--- src/rtl/pause_ctrl_multi_if.sv ---
// Signal bundle between an arcade core and the pause controller.
// master = core/video side driving requests and pixels, slave = the controller.
interface pause_ctrl_multi_if #(
    parameter int unsigned RW      = 3,
    parameter int unsigned GW      = 3,
    parameter int unsigned BW      = 2,
    parameter int unsigned NUM_REQ = 2
);
    localparam int unsigned CW = RW + GW + BW;

    logic               user_button;
    logic [NUM_REQ-1:0] pause_request;
    logic               OSD_STATUS;
    logic [1:0]         options;
    logic [CW-1:0]      RGB_in;
    logic [CW-1:0]      RGB_out;
    logic               pause_cpu;
    logic               dim_active;

    modport master (
        output user_button, pause_request, OSD_STATUS, options, RGB_in,
        input  RGB_out, pause_cpu, dim_active
    );

    modport slave (
        input  user_button, pause_request, OSD_STATUS, options, RGB_in,
        output RGB_out, pause_cpu, dim_active
    );
endinterface

--- src/rtl/pause_ctrl_multi.sv ---
// Pause controller: merges user/OSD/request pause sources into a registered CPU pause
// and dims the RGB stream once the game has been paused for DIM_SEC seconds.
module pause_ctrl_multi #(
    parameter int unsigned       RW        = 3,
    parameter int unsigned       GW        = 3,
    parameter int unsigned       BW        = 2,
    parameter int unsigned       NUM_REQ   = 2,
    parameter logic [NUM_REQ-1:0] DIM_MASK = '1,
    parameter int unsigned       CLK_HZ    = 12000000,
    parameter int unsigned       DIM_SEC   = 10,
    parameter int unsigned       DIM_SHIFT = 1
) (
    input  logic                 clk_sys,
    input  logic                 reset_n,
    pause_ctrl_multi_if.slave    bus
);
    localparam int unsigned CW = RW + GW + BW;
    localparam int unsigned PW = (CLK_HZ > 1) ? $clog2(CLK_HZ) : 1;
    localparam logic [PW-1:0] PRE_MAX = PW'(CLK_HZ - 1);
    localparam logic [7:0]    SEC_MAX = 8'(DIM_SEC);

    typedef enum logic [1:0] {StRun, StPaused, StDimmed} state_e;

    state_e          state_q, state_d;
    logic [PW-1:0]   pre_q, pre_d;
    logic [7:0]      sec_q, sec_d;
    logic            btn_q, user_pause_q;
    logic            pause_cpu_q, dim_q;
    logic [CW-1:0]   rgb_q, rgb_d;

    logic            pause_any, dim_src;
    logic [7:0]      sec_inc;
    logic [RW-1:0]   r_in;
    logic [GW-1:0]   g_in;
    logic [BW-1:0]   b_in;

    assign pause_any = user_pause_q | (|bus.pause_request) | (bus.OSD_STATUS & bus.options[0]);
    assign dim_src   = user_pause_q | (|(bus.pause_request & DIM_MASK))
                     | (bus.OSD_STATUS & bus.options[0]);
    assign sec_inc   = (sec_q < SEC_MAX) ? sec_q + 8'd1 : sec_q;

    always_comb begin
        state_d = state_q;
        pre_d   = pre_q;
        sec_d   = sec_q;
        unique case (state_q)
            StRun: begin
                if (pause_any) begin
                    state_d = StPaused;
                    pre_d   = '0;
                    sec_d   = '0;
                end
            end
            StPaused: begin
                // Unpause is checked first so it beats a simultaneous final wrap.
                if (!pause_any) begin
                    state_d = StRun;
                end else if (dim_src && bus.options[1]) begin
                    if (pre_q == PRE_MAX) begin
                        pre_d = '0;
                        sec_d = sec_inc;
                        if (sec_inc == SEC_MAX) state_d = StDimmed;
                    end else begin
                        pre_d = pre_q + PW'(1);
                    end
                end else begin
                    pre_d = '0;
                    sec_d = '0;
                end
            end
            StDimmed: begin
                if (!pause_any) begin
                    state_d = StRun;
                    pre_d   = '0;
                    sec_d   = '0;
                end else if (!bus.options[1] || !dim_src) begin
                    state_d = StPaused;
                    pre_d   = '0;
                    sec_d   = '0;
                end
            end
            default: state_d = StRun;
        endcase
    end

    assign r_in = bus.RGB_in[CW-1 -: RW];
    assign g_in = bus.RGB_in[BW +: GW];
    assign b_in = bus.RGB_in[BW-1:0];

    always_comb begin
        rgb_d = bus.RGB_in;
        if (state_d == StDimmed) begin
            rgb_d = {r_in - (r_in >> DIM_SHIFT),
                     g_in - (g_in >> DIM_SHIFT),
                     b_in - (b_in >> DIM_SHIFT)};
        end
    end

    always_ff @(posedge clk_sys or negedge reset_n) begin
        if (!reset_n) begin
            state_q      <= StRun;
            pre_q        <= '0;
            sec_q        <= '0;
            btn_q        <= 1'b0;
            user_pause_q <= 1'b0;
            pause_cpu_q  <= 1'b0;
            dim_q        <= 1'b0;
            rgb_q        <= '0;
        end else begin
            state_q      <= state_d;
            pre_q        <= pre_d;
            sec_q        <= sec_d;
            btn_q        <= bus.user_button;
            if (bus.user_button && !btn_q) user_pause_q <= ~user_pause_q;
            pause_cpu_q  <= pause_any;
            dim_q        <= (state_d == StDimmed);
            rgb_q        <= rgb_d;
        end
    end

    assign bus.RGB_out    = rgb_q;
    assign bus.pause_cpu  = pause_cpu_q;
    assign bus.dim_active = dim_q;
endmodule

--- src/flat_wrapper.sv ---
// flat-port wrapper written by rule: the top's interface ports become plain ports
module pause_ctrl_multi_flat 
#(
    parameter int unsigned       RW        = 3,
    parameter int unsigned       GW        = 3,
    parameter int unsigned       BW        = 2,
    parameter int unsigned       NUM_REQ   = 2,
    parameter logic [NUM_REQ-1:0] DIM_MASK = '1,
    parameter int unsigned       CLK_HZ    = 12000000,
    parameter int unsigned       DIM_SEC   = 10,
    parameter int unsigned       DIM_SHIFT = 1
)
  (clk_sys, reset_n, bus_user_button, bus_pause_request, bus_OSD_STATUS, bus_options, bus_RGB_in, bus_RGB_out, bus_pause_cpu, bus_dim_active);
  pause_ctrl_multi_if #(.RW(RW), .GW(GW), .BW(BW), .NUM_REQ(NUM_REQ)) bus_i ();
  input  logic clk_sys;
  input  logic reset_n;
  input wire logic [$bits(bus_i.user_button)-1:0] bus_user_button;
  input wire logic [$bits(bus_i.pause_request)-1:0] bus_pause_request;
  input wire logic [$bits(bus_i.OSD_STATUS)-1:0] bus_OSD_STATUS;
  input wire logic [$bits(bus_i.options)-1:0] bus_options;
  input wire logic [$bits(bus_i.RGB_in)-1:0] bus_RGB_in;
  output wire logic [$bits(bus_i.RGB_out)-1:0] bus_RGB_out;
  output wire logic [$bits(bus_i.pause_cpu)-1:0] bus_pause_cpu;
  output wire logic [$bits(bus_i.dim_active)-1:0] bus_dim_active;
  assign bus_i.user_button = bus_user_button;
  assign bus_i.pause_request = bus_pause_request;
  assign bus_i.OSD_STATUS = bus_OSD_STATUS;
  assign bus_i.options = bus_options;
  assign bus_i.RGB_in = bus_RGB_in;
  assign bus_RGB_out = bus_i.RGB_out;
  assign bus_pause_cpu = bus_i.pause_cpu;
  assign bus_dim_active = bus_i.dim_active;
  pause_ctrl_multi #(.RW(RW), .GW(GW), .BW(BW), .NUM_REQ(NUM_REQ), .DIM_MASK(DIM_MASK), .CLK_HZ(CLK_HZ), .DIM_SEC(DIM_SEC), .DIM_SHIFT(DIM_SHIFT)) u_core (.clk_sys(clk_sys), .reset_n(reset_n), .bus(bus_i));
endmodule
--- config.mk ---
export PLATFORM = sky130hd
export DESIGN_NAME = pause_ctrl_multi_flat
export DESIGN_NICKNAME = d
export VERILOG_FILES = /design/src/rtl/pause_ctrl_multi_if.sv /design/src/rtl/pause_ctrl_multi.sv /design/src/flat_wrapper.sv
export SDC_FILE = /design/constraint.sdc
export NUM_CORES = 1
export LEC_CHECK = 0
export CAP_MARGIN = 30
export CORE_MARGIN = 4
export CORE_UTILIZATION = 40
export DETAILED_ROUTE_END_ITERATION = 10
export GPL_ROUTABILITY_DRIVEN = 0
export GPL_TIMING_DRIVEN = 0
export HOLD_SLACK_MARGIN = 0.06
export SYNTH_ARGS = -nofsm -noshare
export SYNTH_HDL_FRONTEND = slang
export SYNTH_SLANG_ARGS = --single-unit
export TNS_END_PERCENT = 50
--- constraint.sdc ---
create_clock -name clk_sys -period 2.75 [get_ports clk_sys]
set_input_delay 0.4125 -clock clk_sys [delete_from_list [all_inputs] [get_ports clk_sys]]
set_output_delay 0.4125 -clock clk_sys [all_outputs]
set_load 0.02 [all_outputs]
==> reports/metrics.yaml, run 1 <==
postPlaceCellArea_mm2: 0.003068
port_buffers: 25
setup_ws_ns: 0.2720
fmax_mhz: 403.6
grt_start_max_net_pins: 34
initial_utilization: 0.4190
crit_arrival_ns: 2.71
place_hpwl_um: 4554
cts_root_buf: "clkbuf_8"
clock-sinks: 46
p_total_mw: 1.464
cp-end-kind: "register"
viasPerCell: 5.711
peakVddDrop_mv: 0.2147
drc: 0
num-fill-cells: 621
slew_violations: 0
wirelength_um: 6281
ys.flop_type: "dfrtp_1"
ctsHtreeMaxLevel: 2
yosysUniqueCellTypes: 55
synth_seq_cells: 46
seqCellArea_mm2: 0.001151
vias: 2353
hold_path_class: "register to register"
worstMarginPinSlew_ns: 0.7279
multiInputGateArea_mm2: 0.001476
p_per_area_mw_per_mm2: 459.5
drtPass1Iterations: 4
place_ws_ns: -0.1990
synth_warnings: 0
insertion_delay_ns: 0.30
ys_top_cells_by_area: "dfrtp_1 (43%), nand2_1 (4.3%), a21oi_1 (4.1%)"
clkPwrFrac: 0.304
async_flop_share: 1.000
die-area_mm2: 0.008146
drv_cap: 0
nets: 357
gr-total-overflow: 0
rsz0062_at_grt: "no"
syn_inst: 299
rows: 29
syn_area_mm2: 0.002706
relSlewSlack: 0.5125
setup_viol: 0
p_sw_mw: 0.4357
grt_usage: 0.1653
finalCriticalPeriod_ns: 2.478
cts_made_buffers: 5
p_int_mw: 1.028
fin_area_mm2: 0.003186
syn-num-nets: 322
die_w_um: 90.26
final.setup_skew_ns: 0.008473
start_kind: "input pin"
grt_pass1_vias: 2260
grt_first_pass_wirelength_um: 11130
required_ns: 2.98
synth.top_cell.area_share: 0.4253
cts_tree: "done"
hold_violations: 0
switching_share: 0.2977
seq_area_frac_synth: 0.4253
drt_iter0_drc: 125
wl_per_cell_um: 15.25
p_comb_frac: 0.192
clk_pin_slew_ns: 0.09
postLayoutCoreUtil: 0.4932
antenna_found_initial: 0
crit_type: "input pin to register"
synth.largest_area_cell: "dfrtp_1"
synth_enable_flop_cells: 0
power_frac_seq: 0.504
syn2layout_area_growth_pct: 17.71
insertedDiodeCount: 0
worstPathMaxFanout: 10
cellLeakagePower_nw: 1.267
dieHeight_um: 90.26
ant_nets: 0
period_share: 0.9011
cts_max_path_buffers: 2
drive_above_1_share: 0.07761
io_pins: 26
outcome: "finished clean"
core_region_area_mm2: 0.006459
syn_avg_cell_area_um2: 9.051
## cell usage in the layout (no fill, tap or decap), types with 5 or more instances in the layout
cell	instances
a21oi_1	22
and2_1	5
and3_1	5
clkbuf_1	6
clkbuf_8	6
clkdlybuf4s50_1	24
dfrtp_1	46
ha_1	5
inv_1	10
nand2_1	31
nand3_1	17
nand4_1	14
nor2_1	27
o211ai_1	7
o21ai_0	15
o21ai_1	5
or3_1	9
xor2_1	5
## cell usage after synthesis (2+ instances only)
cell	n
inv_1	10
nor3b_1	3
nand2_1	31
xnor2_1	3
mux2i_1	2
a21oi_1	22
a22o_1	3
o211ai_1	7
nor2b_1	2
a22oi_1	2
a31oi_1	4
o21a_1	3
clkbuf_1	6
buf_4	2
and4bb_1	2
nor4_1	4
and2_1	5
o21ai_0	15
nor3_1	3
dfrtp_1	46
or3_1	9
and3_1	5
xor2_1	5
o2111ai_1	4
nand3_1	17
nand2b_1	4
nor2_1	27
a31o_2	3
ha_1	5
nand4_1	14
o221ai_1	2
fa_1	2
o21ai_1	5
## worst max-delay path, stage by stage
cell and delay, ns:
clkdlybuf4s50_1 0.50, a2111oi_4 0.09, inv_2 0.17, nand3_1 0.21, a31oi_1 0.61, clkbuf_1 0.43
nand4_1 0.14, mux2i_1 0.14
## cell type report
| type | instances | area share |
|---|---|---|
| well taps | 77 | 0.03024 |
| multi-input cells | 233 | 0.4635 |
| plain buffers | 9 | 0.01335 |
| repair buffers | 28 | 0.08877 |
| flip-flops and latches | 46 | 0.3613 |
| clock inverters | 2 | 0.003928 |
| clock buffers | 6 | 0.02592 |
| inverters | 11 | 0.01296 |
## per-layer routing
layer / vias to the layer above / part of all wire / global-route usage
met4: 0 / 0.0076 / 0.04847
met5: - / 0 / 0
met1: 1133 / 0.52 / 0.2396
met3: 4 / 0.028 / 0.03250
met2: 35 / 0.45 / 0.2495
li1: 1181 / - / -
## power groups by stage
stage	registers (mW)	clock network [mW]	logic, mW
global placement	0.750	0	0.272
detailed placement	0.751	0	0.276
CTS	0.738	0.457	0.278
floorplan	0.764	0	0.145
finish	0.738	0.445	0.281
global route	0.743	0.493	0.314
## final timing paths
path / start / to / cells after the start / slack (ns)
min: u_core.btn_q$_DFF_PN0_ / u_core.user_pause_q$_DFFE_PN0P_ / 2 / 0.52
max: bus_OSD_STATUS / u_core.pre_q[6]$_DFFE_PN0P_ / 8 / 0.27
min reg2reg: u_core.btn_q$_DFF_PN0_ / u_core.user_pause_q$_DFFE_PN0P_ / 2 / 0.52
max reg2reg: u_core.pre_q[0]$_DFFE_PN0P_ / u_core.pre_q[6]$_DFFE_PN0P_ / 7 / 0.33
max in group asynchronous: reset_n / u_core.bus.RGB_out[4]$_DFF_PN0_ / 3 / 1.73
min in group asynchronous: reset_n / u_core.pre_q[4]$_DFFE_PN0P_ / 2 / 0.53
## cell families after synthesis
family                   after synthesis  share of synthesized area
XOR/XNOR                               8                    0.02589
flip-flops                            46                     0.4253
buffers and inverters                 20                    0.03097
AND/OR/NAND/NOR                      136                     0.2705
AO/OA/AOI/OAI                         79                     0.1979
adder cells (fa/ha/maj)                7                    0.03791
multiplexers                           3                    0.01156
## flip-flops by register name (all words and copies together), names as in the netlist
signal,count
u_core.bus.RGB_out,8
u_core.bus.dim_active,1
u_core.state_q,2
u_core.pre_q,24
u_core.bus.pause_cpu,1
u_core.btn_q,1
u_core.sec_q,8
u_core.user_pause_q,1
## timing repair
action	CTS	global route
hold buffers	1	0
endpoints found under the hold margin	13	0
gates resized for setup	0	1
buffers inserted	0	1
setup endpoints to repair	0	10
## stage by stage
stage,hold WS (ns),setup TNS [ns],instances
2_1_floorplan,0.1169,0,299
3_3_place_gp,0.4957,-6.747,401
3_5_place_dp,0.3361,-2.794,402
4_1_cts,0.5271,0,411
5_1_grt,0.5440,0,412
6_report,0.5233,0,412
Note: power is estimated with default switching activity, not from simulation.
==> run 2: changes to the inputs <==
--- a/config.mk
+++ b/config.mk
@@ -7,11 +7,12 @@
 export LEC_CHECK = 0
 export CAP_MARGIN = 30
 export CORE_MARGIN = 4
-export CORE_UTILIZATION = 40
+export CORE_UTILIZATION = 50
 export DETAILED_ROUTE_END_ITERATION = 10
 export GPL_ROUTABILITY_DRIVEN = 0
 export GPL_TIMING_DRIVEN = 0
 export HOLD_SLACK_MARGIN = 0.06
+export PLACE_DENSITY = 0.71
 export SYNTH_ARGS = -nofsm -noshare
 export SYNTH_HDL_FRONTEND = slang
 export SYNTH_SLANG_ARGS = --single-unit
==> run 2 against run 1 <==
  * Clock skew fell by 0.0023 ns
  * Wire length shrank 2.8%
  * Design area shrank 0.16%
  * Sequential share of layout area increased by 0.057 points
==> reports/metrics.yaml, run 2 (same netlist as run 1, synthesis figures left out) <==
mostFrequentLayoutCells: "dfrtp_1 (46), nand2_1 (31), nor2_1 (27)"
setup_viol: 0
viasPerCell: 5.834
syn2layout_area_growth_pct: 17.52
core_region_area_mm2: 0.005172
worstPathMaxFanout: 10
hold_violations: 0
ctsHtreeMaxLevel: 2
finalCriticalPeriod_ns: 2.498
reg2reg_to: "u_core.pre_q[6]$_DFFE_PN0P_"
cts_max_path_buffers: 2
die_w_um: 81.57
postLayoutCoreUtil: 0.6149
critical_path_buf_inv_count: 2
critical_path.top_delay_family: "compound AO/OA/AOI/OAI gates"
crit_cells: 7
period_share: 0.9083
clk_pin_slew_ns: 0.08
port_buffers: 25
crit_type: "input pin to register"
cts_made_buffers: 5
grt_usage: 0.2083
drive_above_1_share: 0.06886
p_per_area_mw_per_mm2: 476.9
initial_utilization: 0.5232
slowest_stage: "a2111oi_4"
nets: 356
fmax_mhz: 400.3
relSlewSlack: 0.5390
place_hpwl_um: 4412
grt_pass1_vias: 2326
required_ns: 2.98
grtUsageMet1: 0.2979
start_kind: "input pin"
ant_nets: 0
largest_register_ffs: 24
dieHeight_um: 81.57
use_met3: 0.03180
grt.busiest_layer: "met2"
insertedDiodeCount: 0
gr-total-overflow: 0
peakVddDrop_mv: 0.2741
io_pins: 26
rr_worst_depth: 6
cp-end-kind: "register"
worstMarginPinSlew_ns: 0.6889
critPathCapture: "u_core.pre_q[19]$_DFFE_PN0P_"
grt_first_pass_wirelength_um: 10870
hold_path_class: "register to register"
cellLeakagePower_nw: 1.267
drc: 0
regMostFlops: "u_core.pre_q"
slew_violations: 0
grt_start_max_net_pins: 33
wirelength_um: 6104
final.setup_skew_ns: 0.006125
drt_iter0_drc: 70
insertion_delay_ns: 0.30
final_common_cell: "dfrtp_1"
cts_root_buf: "clkbuf_8"
setup_tns_ns: 0
vias: 2357
drtPass1Iterations: 4
rows: 26
rsz0062_at_grt: "no"
clock-sinks: 46
drv_cap: 0
rrSetupSlack_ns: 0.36
crit_path_start: "bus_OSD_STATUS"
outcome: "finished clean"
grtUsageMet2: 0.3208
cts_tree: "done"
wl_per_cell_um: 15.11
r2r-start: "u_core.state_q[1]$_DFF_PN0_"
crit_arrival_ns: 2.73
cts_setup_buffers: 0
die-area_mm2: 0.006654
path_cells: "clkdlybuf4s50_1 > a2111oi_4 > inv_2 > a21oi_4 > o2111ai_1 > or3_1 > a21oi_1"
cpPeakStageDelay_ns: 0.50
antenna_found_initial: 0
[run 2: layout make-up]
cell class	instances	area (µm²)
sequential	46	1151
fill	457	1992
clock buffer	7	76.32
timing repair buffer	27	275.3
buffer	9	42.54
clock inverter	1	30.03
inverter	11	41.29
multi-input combinational	233	1476
tap	70	87.58
[run 2: how the worst min path moves through the flow]
stage	from	end	slack (ns)	cells past startpoint
global route	u_core.pre_q[6]$_DFFE_PN0P_	u_core.pre_q[6]$_DFFE_PN0P_	0.55	1
floorplan	reset_n	u_core.btn_q$_DFF_PN0_	0.12	0
CTS	u_core.pre_q[6]$_DFFE_PN0P_	u_core.pre_q[6]$_DFFE_PN0P_	0.52	1
detailed placement	reset_n	u_core.pre_q[6]$_DFFE_PN0P_	0.34	1
global placement	u_core.sec_q[7]$_DFFE_PN0P_	u_core.sec_q[7]$_DFFE_PN0P_	0.50	1
finish	u_core.pre_q[6]$_DFFE_PN0P_	u_core.pre_q[6]$_DFFE_PN0P_	0.51	1
[run 2: worst reg2reg max path, delay by kind of cell, from the launching register on]
kind	cells	cell delay, ns
flip-flops	1	0.44
AO/OA/AOI/OAI	1	0.57
buffers and inverters	1	0.44
AND/OR/NAND/NOR	3	0.75
multiplexers	1	0.13
[run 2: report_power, final]
| part | switching [mW] | internal, mW |
|---|---|---|
| clock network | 0.228 | 0.272 |
| registers | 0.0287 | 0.709 |
| logic | 0.165 | 0.114 |
[run 2: per-stage QoR]
step / instance area [µm²] / total power, mW / instances / hold slack (ns) / setup slack, ns
3_5_place_dp: 3059 / 1.026 / 395 / 0.3425 / -0.1623
6_report: 3181 / 1.517 / 404 / 0.5122 / 0.2522
2_1_floorplan: 2706 / 0.9090 / 299 / 0.1169 / 0.6437
5_1_grt: 3181 / 1.594 / 404 / 0.5489 / 0.03304
3_3_place_gp: 3044 / 1.019 / 394 / 0.4985 / -0.1554
4_1_cts: 3176 / 1.534 / 404 / 0.5167 / 0.1676
[run 2: layer usage]
layer  vias to the layer above  wire, µm
met3                         7       232
met4                         0        88
li1                       1178         -
met5                         -         0
met1                      1134      3082
met2                        38      2700
[run 2: timing repair]
item / in CTS / in global routing
gates resized for setup: 0 / 1
hold buffers: 1 / 0
hold endpoints to repair: 14 / 0
endpoints found under the setup margin: 0 / 10
